### config.mk
export PLATFORM = sky130hd
export DESIGN_NAME = virtio_mmio
export DESIGN_NICKNAME = d
export VERILOG_FILES = /design/src/rtl/virtio_mmio.sv
export SDC_FILE = /design/constraint.sdc
export NUM_CORES = 1
export LEC_CHECK = 0
export ABC_CLOCK_PERIOD_IN_PS = 3400
export CAP_MARGIN = 20
export CELL_PAD_IN_SITES_DETAIL_PLACEMENT = 0
export CELL_PAD_IN_SITES_GLOBAL_PLACEMENT = 1
export CORE_MARGIN = 2
export CORE_UTILIZATION = 40
export CTS_CLUSTER_SIZE = 10
export DETAILED_ROUTE_END_ITERATION = 7
export GPL_TIMING_DRIVEN = 0
export PLACE_DENSITY = 0.75
export SYNTH_ARGS = -nofsm -noshare
export SYNTH_HDL_FRONTEND = slang
export SYNTH_SLANG_ARGS = --single-unit
### constraint.sdc
create_clock -name clk -period 3.4 [get_ports clk]
set_input_delay 0.51 -clock clk [delete_from_list [all_inputs] [get_ports clk]]
set_output_delay 0.51 -clock clk [all_outputs]
set_load 0.01 [all_outputs]
### src/rtl/virtio_mmio.sv
// rtl/virtio_mmio.sv - Legacy virtio-mmio register block behind an AXI4-Lite slave port.

module virtio_mmio #(
    parameter int unsigned NUM_QUEUES    = 2,
    parameter int unsigned QUEUE_NUM_MAX = 8,
    parameter logic [31:0] DEVICE_ID     = 32'h2,
    parameter logic [31:0] HOST_FEATURES = 32'h0
) (
    input  logic        clk,
    input  logic        rstn,
    input  logic [31:0] axi_araddr,
    input  logic        axi_arvalid,
    output logic        axi_arready,
    input  logic [2:0]  axi_arprot,
    output logic [31:0] axi_rdata,
    output logic [1:0]  axi_rresp,
    output logic        axi_rvalid,
    input  logic        axi_rready,
    input  logic [31:0] axi_awaddr,
    input  logic        axi_awvalid,
    output logic        axi_awready,
    input  logic [2:0]  axi_awprot,
    input  logic [31:0] axi_wdata,
    input  logic [3:0]  axi_wstrb,
    input  logic        axi_wvalid,
    output logic        axi_wready,
    output logic [1:0]  axi_bresp,
    output logic        axi_bvalid,
    input  logic        axi_bready,
    input  logic        irq_used,
    input  logic        irq_config,
    output logic        interrupt,
    output logic        notify_valid,
    output logic [2:0]  notify_queue,
    output logic        dev_reset,
    input  logic [2:0]  cfg_sel,
    output logic [31:0] cfg_pfn,
    output logic [31:0] cfg_num,
    output logic [31:0] guest_page_size,
    output logic [31:0] status
);

    localparam int unsigned NQ = 8;

    localparam logic [5:0] OFF_MAGIC    = 6'h00;
    localparam logic [5:0] OFF_VERSION  = 6'h01;
    localparam logic [5:0] OFF_DEVID    = 6'h02;
    localparam logic [5:0] OFF_VENDOR   = 6'h03;
    localparam logic [5:0] OFF_HFEAT    = 6'h04;
    localparam logic [5:0] OFF_HFSEL    = 6'h05;
    localparam logic [5:0] OFF_GFEAT    = 6'h08;
    localparam logic [5:0] OFF_GFSEL    = 6'h09;
    localparam logic [5:0] OFF_GPSIZE   = 6'h0a;
    localparam logic [5:0] OFF_QSEL     = 6'h0c;
    localparam logic [5:0] OFF_QNUMMAX  = 6'h0d;
    localparam logic [5:0] OFF_QNUM     = 6'h0e;
    localparam logic [5:0] OFF_QALIGN   = 6'h0f;
    localparam logic [5:0] OFF_QPFN     = 6'h10;
    localparam logic [5:0] OFF_QNOTIFY  = 6'h14;
    localparam logic [5:0] OFF_ISR      = 6'h18;
    localparam logic [5:0] OFF_ISRACK   = 6'h19;
    localparam logic [5:0] OFF_STATUS   = 6'h1c;

    logic        arready_q, arready_d;
    logic        rvalid_q, rvalid_d;
    logic [31:0] rdata_q, rdata_d;
    logic        awready_q, awready_d;
    logic        wready_q, wready_d;
    logic        aw_held_q, aw_held_d;
    logic        w_held_q, w_held_d;
    logic        bvalid_q, bvalid_d;
    logic [5:0]  awaddr_q;
    logic [31:0] wdata_q;
    logic [3:0]  wstrb_q;

    logic [31:0] host_feat_sel_q, host_feat_sel_d;
    logic [31:0] guest_feat_q, guest_feat_d;
    logic [31:0] guest_feat_sel_q, guest_feat_sel_d;
    logic [31:0] page_size_q, page_size_d;
    logic [31:0] queue_sel_q, queue_sel_d;
    logic [31:0] status_q, status_d;
    logic [31:0] pfn_q [NQ];
    logic [31:0] pfn_d [NQ];
    logic [31:0] num_q [NQ];
    logic [31:0] num_d [NQ];
    logic [31:0] align_q [NQ];
    logic [31:0] align_d [NQ];
    logic [1:0]  isr_q, isr_d;
    logic [1:0]  isr_clr;
    logic        interrupt_q, interrupt_d;
    logic        notify_valid_q, notify_valid_d;
    logic [2:0]  notify_queue_q, notify_queue_d;
    logic        dev_reset_q, dev_reset_d;

    logic        qsel_ok;
    logic [2:0]  qsel_idx;
    logic [31:0] rd_val;
    logic        aw_take, w_take, commit, wr_en;
    logic [5:0]  wr_off;
    logic [31:0] wr_data;
    logic [3:0]  wr_strb;
    logic        cfg_ok;
    logic        unused_bits;

    assign unused_bits = ^{axi_arprot, axi_awprot, axi_araddr[31:8], axi_araddr[1:0],
                           axi_awaddr[31:8], axi_awaddr[1:0]};

    assign qsel_ok  = (queue_sel_q < NUM_QUEUES);
    assign qsel_idx = queue_sel_q[2:0];

    always_comb begin
        rd_val = '0;
        case (axi_araddr[7:2])
            OFF_MAGIC:   rd_val = 32'h7472_6976;
            OFF_VERSION: rd_val = 32'd1;
            OFF_DEVID:   rd_val = DEVICE_ID;
            OFF_VENDOR:  rd_val = 32'h554d_4551;
            OFF_HFEAT:   rd_val = (host_feat_sel_q == '0) ? HOST_FEATURES : '0;
            OFF_QNUMMAX: rd_val = qsel_ok ? QUEUE_NUM_MAX : '0;
            OFF_QPFN:    rd_val = qsel_ok ? pfn_q[qsel_idx] : '0;
            OFF_ISR:     rd_val = {30'd0, isr_q};
            OFF_STATUS:  rd_val = status_q;
            default:     rd_val = '0;
        endcase
    end

    // Single outstanding read: arready drops while a response is pending.
    always_comb begin
        arready_d = arready_q;
        rvalid_d  = rvalid_q;
        rdata_d   = rdata_q;
        if (axi_arvalid && arready_q) begin
            arready_d = 1'b0;
            rvalid_d  = 1'b1;
            rdata_d   = rd_val;
        end
        if (rvalid_q && axi_rready) begin
            rvalid_d  = 1'b0;
            arready_d = 1'b1;
        end
    end

    // A beat arriving this cycle counts as held, so commit happens in the
    // same cycle as the later of the two handshakes.
    assign aw_take = axi_awvalid && awready_q;
    assign w_take  = axi_wvalid && wready_q;
    assign commit  = (aw_held_q || aw_take) && (w_held_q || w_take);
    assign wr_off  = aw_held_q ? awaddr_q : axi_awaddr[7:2];
    assign wr_data = w_held_q ? wdata_q : axi_wdata;
    assign wr_strb = w_held_q ? wstrb_q : axi_wstrb;
    assign wr_en   = commit && (wr_strb == 4'hF);

    always_comb begin
        awready_d = awready_q;
        wready_d  = wready_q;
        aw_held_d = aw_held_q;
        w_held_d  = w_held_q;
        bvalid_d  = bvalid_q;
        if (aw_take) begin
            awready_d = 1'b0;
            aw_held_d = 1'b1;
        end
        if (w_take) begin
            wready_d = 1'b0;
            w_held_d = 1'b1;
        end
        if (commit) begin
            aw_held_d = 1'b0;
            w_held_d  = 1'b0;
            bvalid_d  = 1'b1;
        end
        if (bvalid_q && axi_bready) begin
            bvalid_d  = 1'b0;
            awready_d = 1'b1;
            wready_d  = 1'b1;
        end
    end

    always_comb begin
        host_feat_sel_d  = host_feat_sel_q;
        guest_feat_d     = guest_feat_q;
        guest_feat_sel_d = guest_feat_sel_q;
        page_size_d      = page_size_q;
        queue_sel_d      = queue_sel_q;
        status_d         = status_q;
        pfn_d            = pfn_q;
        num_d            = num_q;
        align_d          = align_q;
        isr_clr          = 2'b00;
        notify_valid_d   = 1'b0;
        notify_queue_d   = notify_queue_q;
        dev_reset_d      = 1'b0;
        if (wr_en) begin
            case (wr_off)
                OFF_HFSEL:  host_feat_sel_d  = wr_data;
                OFF_GFEAT:  guest_feat_d     = wr_data;
                OFF_GFSEL:  guest_feat_sel_d = wr_data;
                OFF_GPSIZE: page_size_d      = wr_data;
                OFF_QSEL:   queue_sel_d      = wr_data;
                OFF_QNUM:   if (qsel_ok) num_d[qsel_idx]   = wr_data;
                OFF_QALIGN: if (qsel_ok) align_d[qsel_idx] = wr_data;
                OFF_QPFN:   if (qsel_ok) pfn_d[qsel_idx]   = wr_data;
                OFF_QNOTIFY: begin
                    if (wr_data < NUM_QUEUES) begin
                        notify_valid_d = 1'b1;
                        notify_queue_d = wr_data[2:0];
                    end
                end
                OFF_ISRACK: isr_clr = wr_data[1:0];
                OFF_STATUS: begin
                    status_d = wr_data;
                    if (wr_data == '0) begin
                        dev_reset_d  = 1'b1;
                        guest_feat_d = '0;
                        queue_sel_d  = '0;
                        isr_clr      = 2'b11;
                        for (int i = 0; i < NQ; i++) begin
                            pfn_d[i]   = '0;
                            num_d[i]   = '0;
                            align_d[i] = '0;
                        end
                    end
                end
                default: ;
            endcase
        end
        // A device event arriving with an ack of the same bit wins.
        isr_d       = (isr_q & ~isr_clr) | {irq_config, irq_used};
        interrupt_d = |isr_d;
    end

    always_ff @(posedge clk or negedge rstn) begin
        if (!rstn) begin
            arready_q        <= 1'b1;
            rvalid_q         <= 1'b0;
            rdata_q          <= '0;
            awready_q        <= 1'b1;
            wready_q         <= 1'b1;
            aw_held_q        <= 1'b0;
            w_held_q         <= 1'b0;
            bvalid_q         <= 1'b0;
            awaddr_q         <= '0;
            wdata_q          <= '0;
            wstrb_q          <= '0;
            host_feat_sel_q  <= '0;
            guest_feat_q     <= '0;
            guest_feat_sel_q <= '0;
            page_size_q      <= 32'h1000;
            queue_sel_q      <= '0;
            status_q         <= '0;
            for (int i = 0; i < NQ; i++) begin
                pfn_q[i]   <= '0;
                num_q[i]   <= '0;
                align_q[i] <= '0;
            end
            isr_q            <= 2'b00;
            interrupt_q      <= 1'b0;
            notify_valid_q   <= 1'b0;
            notify_queue_q   <= 3'd0;
            dev_reset_q      <= 1'b0;
        end else begin
            arready_q        <= arready_d;
            rvalid_q         <= rvalid_d;
            rdata_q          <= rdata_d;
            awready_q        <= awready_d;
            wready_q         <= wready_d;
            aw_held_q        <= aw_held_d;
            w_held_q         <= w_held_d;
            bvalid_q         <= bvalid_d;
            if (aw_take) awaddr_q <= axi_awaddr[7:2];
            if (w_take) begin
                wdata_q <= axi_wdata;
                wstrb_q <= axi_wstrb;
            end
            host_feat_sel_q  <= host_feat_sel_d;
            guest_feat_q     <= guest_feat_d;
            guest_feat_sel_q <= guest_feat_sel_d;
            page_size_q      <= page_size_d;
            queue_sel_q      <= queue_sel_d;
            status_q         <= status_d;
            pfn_q            <= pfn_d;
            num_q            <= num_d;
            align_q          <= align_d;
            isr_q            <= isr_d;
            interrupt_q      <= interrupt_d;
            notify_valid_q   <= notify_valid_d;
            notify_queue_q   <= notify_queue_d;
            dev_reset_q      <= dev_reset_d;
        end
    end

    assign cfg_ok = ({29'd0, cfg_sel} < NUM_QUEUES);
    assign cfg_pfn = cfg_ok ? pfn_q[cfg_sel] : '0;
    assign cfg_num = cfg_ok ? num_q[cfg_sel] : '0;

    assign axi_arready     = arready_q;
    assign axi_rvalid      = rvalid_q;
    assign axi_rdata       = rdata_q;
    assign axi_rresp       = 2'b00;
    assign axi_awready     = awready_q;
    assign axi_wready      = wready_q;
    assign axi_bvalid      = bvalid_q;
    assign axi_bresp       = 2'b00;
    assign interrupt       = interrupt_q;
    assign notify_valid    = notify_valid_q;
    assign notify_queue    = notify_queue_q;
    assign dev_reset       = dev_reset_q;
    assign guest_page_size = page_size_q;
    assign status          = status_q;

endmodule

==> run metrics <==
Synth cell types 65; Min Clock Period, post-route 3.35 ns; Post-synth EDFFs 0; routed len/inst 27.8 µm; critical path launch point type flop; die area 59,400 µm²; net switching power 0.00472 W; GPL Wtd Cong 0.948; global-route wire length before repair 128 mm; sw frac 30.8%; crit path max fanout 10; CTS sink count 499; Reg2Reg Depth 9; Synth area leaders dfrtp_1, mux2i_1, and2_1; static leakage 13.1 nW; internal power 0.0106 W; worst setup margin 0.0492 ns; chip width 244 µm; syn_area_per_cell 11.3 µm²; Clock Skew 0.0449 ns; area of the multi-input gates 9560 µm²; GRT Resource Usage Total 29.0%; 1st-iter DRT viols 2,095; hold depth 1; Worst Setup End Kind flop; ys flop type dfrtp_1; post-route insts no fill 3,129; Die Ht 244 µm; Slew Limit Fails 0; critical path class reg -> reg; CTS clock-pin slew for the worst setup and hold paths 0.05 ns; share of cells above drive strength 1 11.6%; Post-Place Worst Slack -0.550 ns; total gr overflow 0; Seq cells post-synth 499; Setup Fix Bufs, Post-CTS 0; post-route ant nets 0; Max-Cap Viols 0; RR Endpoint pfn_q[197]; area of the mapped netlist 23,000 µm²; vias in the first global route 18,900; Hold Vio Cnt, Final 0; clock latency at the later pin of the worst-skew pair 0.63 ns; Final period util 98.6%; Seq/Total Area, Yosys 54.4%; Clk pwr share 36.7%; WP data required 3.91 ns; CTS max path bufs 3; Starting Density 40.6%; PortBufs 229; number of diodes 0; asr flop ratio synth 100%; hold wc startpoint pfn_q[170]; H-tree depth 2; top cell type's share of synthesized area 53.9%; Arr. time, crit path 3.86 ns; worst slew pin tran 1.26 ns; DP Cell Count 3,037; Pre-antenna DRT Iters 6; Area Overhead vs Synth 23.1%; post-route cell area 28,300 µm²; via count 18,600; worst hold path endpoint pfn_q[170]; DP HPWL 63.7 mm; final count of negative-setup-slack endpoints 0; final WL 86.9 mm; combinational cell fraction of total power 19.8%; fillcell total 5,067; Yosys top cell by area dfrtp_1; CTS root buffer clkbuf_16; Ys Warns 0; Placed Area 26,500 µm²; hold_ws 0.476 ns; Mapped Cells 2,028; CTS Buf Count 57; Relative slew margins 13.7%; outcome finished clean; Via density 5.96; residual DRC count 0; fmax 298 MHz; Max VDD drop 462 µV; io pins 293; Layout Nets 2,459; r2r setup slk 0.05 ns; TritonCTS clock tree yes; worst min path class reg -> reg; row cnt 87; largest net degree at the start of global routing 118; R2R Path Start w_held_q; core area 56,600 µm²; Reg power frac 43.5%; TNS Setup 0 ns; pwr dens 541 nW/µm²; FF/Latch Area 12,500 µm²; initial antenna violation count 0
[worst max-delay path, cell delays in order, from the launching register on]
cell	delay (ns)
dfrtp_1	0.31
buf_2	0.26
clkbuf_4	0.31
nand4b_1	0.14
o22a_1	0.42
or3_4	0.26
clkbuf_1	0.40
clkbuf_1	0.73
o31ai_1	0.18
mux2i_1	0.20
[how the worst max path moves through the flow]
| stage | startpoint | end | slack, ns | cells past startpoint |
|---|---|---|---|---|
| 3_3_place_gp | rstn | num_q[217] | -20.17 | 1 |
| 6_report | w_held_q | pfn_q[197] | 0.05 | 9 |
| 2_1_floorplan | axi_wdata[25] | pfn_q[118] | 0.71 | 8 |
| 5_1_grt | w_held_q | pfn_q[197] | -0.009 | 7 |
| 4_1_cts | w_held_q | pfn_q[251] | 0.005 | 7 |
| 3_5_place_dp | axi_awaddr[2] | pfn_q[225] | -0.55 | 9 |
[synth_stat cells, types with 3 or more instances]
cell type    n
nor2b_1      5
and3_1       4
o32ai_1      4
nand2b_1     7
inv_1       46
mux4_2      16
dfstp_2      4
or2_2        4
nor4_1      21
a21oi_1     26
buf_1       15
nor3_1       9
buf_2        5
o22a_1       5
nand4_1      7
a22o_1       8
a221oi_1     8
clkbuf_1   133
o22ai_1     27
and2_1     188
a21o_1       5
mux2_2      73
or3b_2       3
nand2_1    162
a211oi_1     5
buf_4        4
dfrtp_1    495
buf_6       22
o221ai_1    83
mux2i_1    236
o21ai_0     92
or4_1        5
nand3_1      8
o21bai_1    28
a22oi_1      5
o211ai_1     3
o31ai_1    131
nor2_1      88
or3_1        4
[metal layers]
| layer | routed length (µm) | share of wire [%] | vias to the layer above | global-route usage, % |
|---|---|---|---|---|
| met2 | 39300 | 45 | 880 | 44.3 |
| li1 | - | - | 7947 | - |
| met5 | 84 | 0.097 | - | 1.06 |
| met1 | 37400 | 43 | 9644 | 41.4 |
| met4 | 3260 | 3.8 | 2 | 10.5 |
| met3 | 6770 | 7.8 | 170 | 5.01 |
[per-stage QoR]
| step | total power, W | util, % |
|---|---|---|
| final | 0.0153 | 50.0 |
| after global routing | 0.0158 | 50.0 |
| after CTS | 0.0152 | 49.8 |
| after detailed placement | 0.00960 | 46.8 |
| after global placement | 0.00947 | 46.3 |
| after floorplan | 0.00815 | - |
[cell usage in the layout (no fill, tap or decap), types with 10 or more instances in the layout]
cell	n
dfrtp_1	495
clkdlybuf4s50_1	228
mux2i_1	224
and2_1	188
nand2_1	162
clkbuf_1	132
o31ai_1	130
o21ai_0	92
nor2_1	88
o221ai_1	82
mux2_2	73
clkbuf_16	57
inv_1	45
o21bai_1	28
o22ai_1	27
clkbuf_2	26
a21oi_1	26
buf_6	22
buf_4	21
nor4_1	19
mux4_2	16
mux2i_2	11
buf_1	10
[cell families after synthesis]
logic type / synth area share (%)
flip-flops: 54.4
XOR/XNOR: 0.0381
other: 0.0163
AO/OA/AOI/OAI: 13.7
buffers and inverters: 4.52
multiplexers: 15.4
AND/OR/NAND/NOR: 11.9
[power groups by stage]
stage	Combinational, W	Sequential (W)	Clock [W]
after global routing	0.00317	0.00669	0.00593
final	0.00302	0.00666	0.00562
after floorplan	0.00149	0.00666	0
after global placement	0.00275	0.00672	0
after CTS	0.00292	0.00664	0.00569
after detailed placement	0.00288	0.00673	0
[registers in the layout (all words and copies together), names as in the netlist, 3 cells and up]
name / flops
awaddr_q: 6
axi_rdata: 32
guest_page_size: 32
notify_queue: 3
num_q: 64
pfn_q: 250
queue_sel_q: 32
status: 32
wdata_q: 32
wstrb_q: 4
[repair_timing]
action | CTS | global route
endpoints found under the setup margin | 262 | 149
hold buffers | 1 | 0
resized for setup | 31 | 46
hold endpoints to repair | 102 | 0
[area by class of cell]
cell class              instances  share of cell area [%]
repair buffers                253                    9.07
flip-flops and latches        499                    44.2
inverters                      48                   0.655
clock buffers                  88                    5.59
multi-input cells            1305                    33.8
well taps                     756                    3.34
plain buffers                 177                    3.19
clock inverters                 3                   0.181
Power figures use the tool's default switching activity.
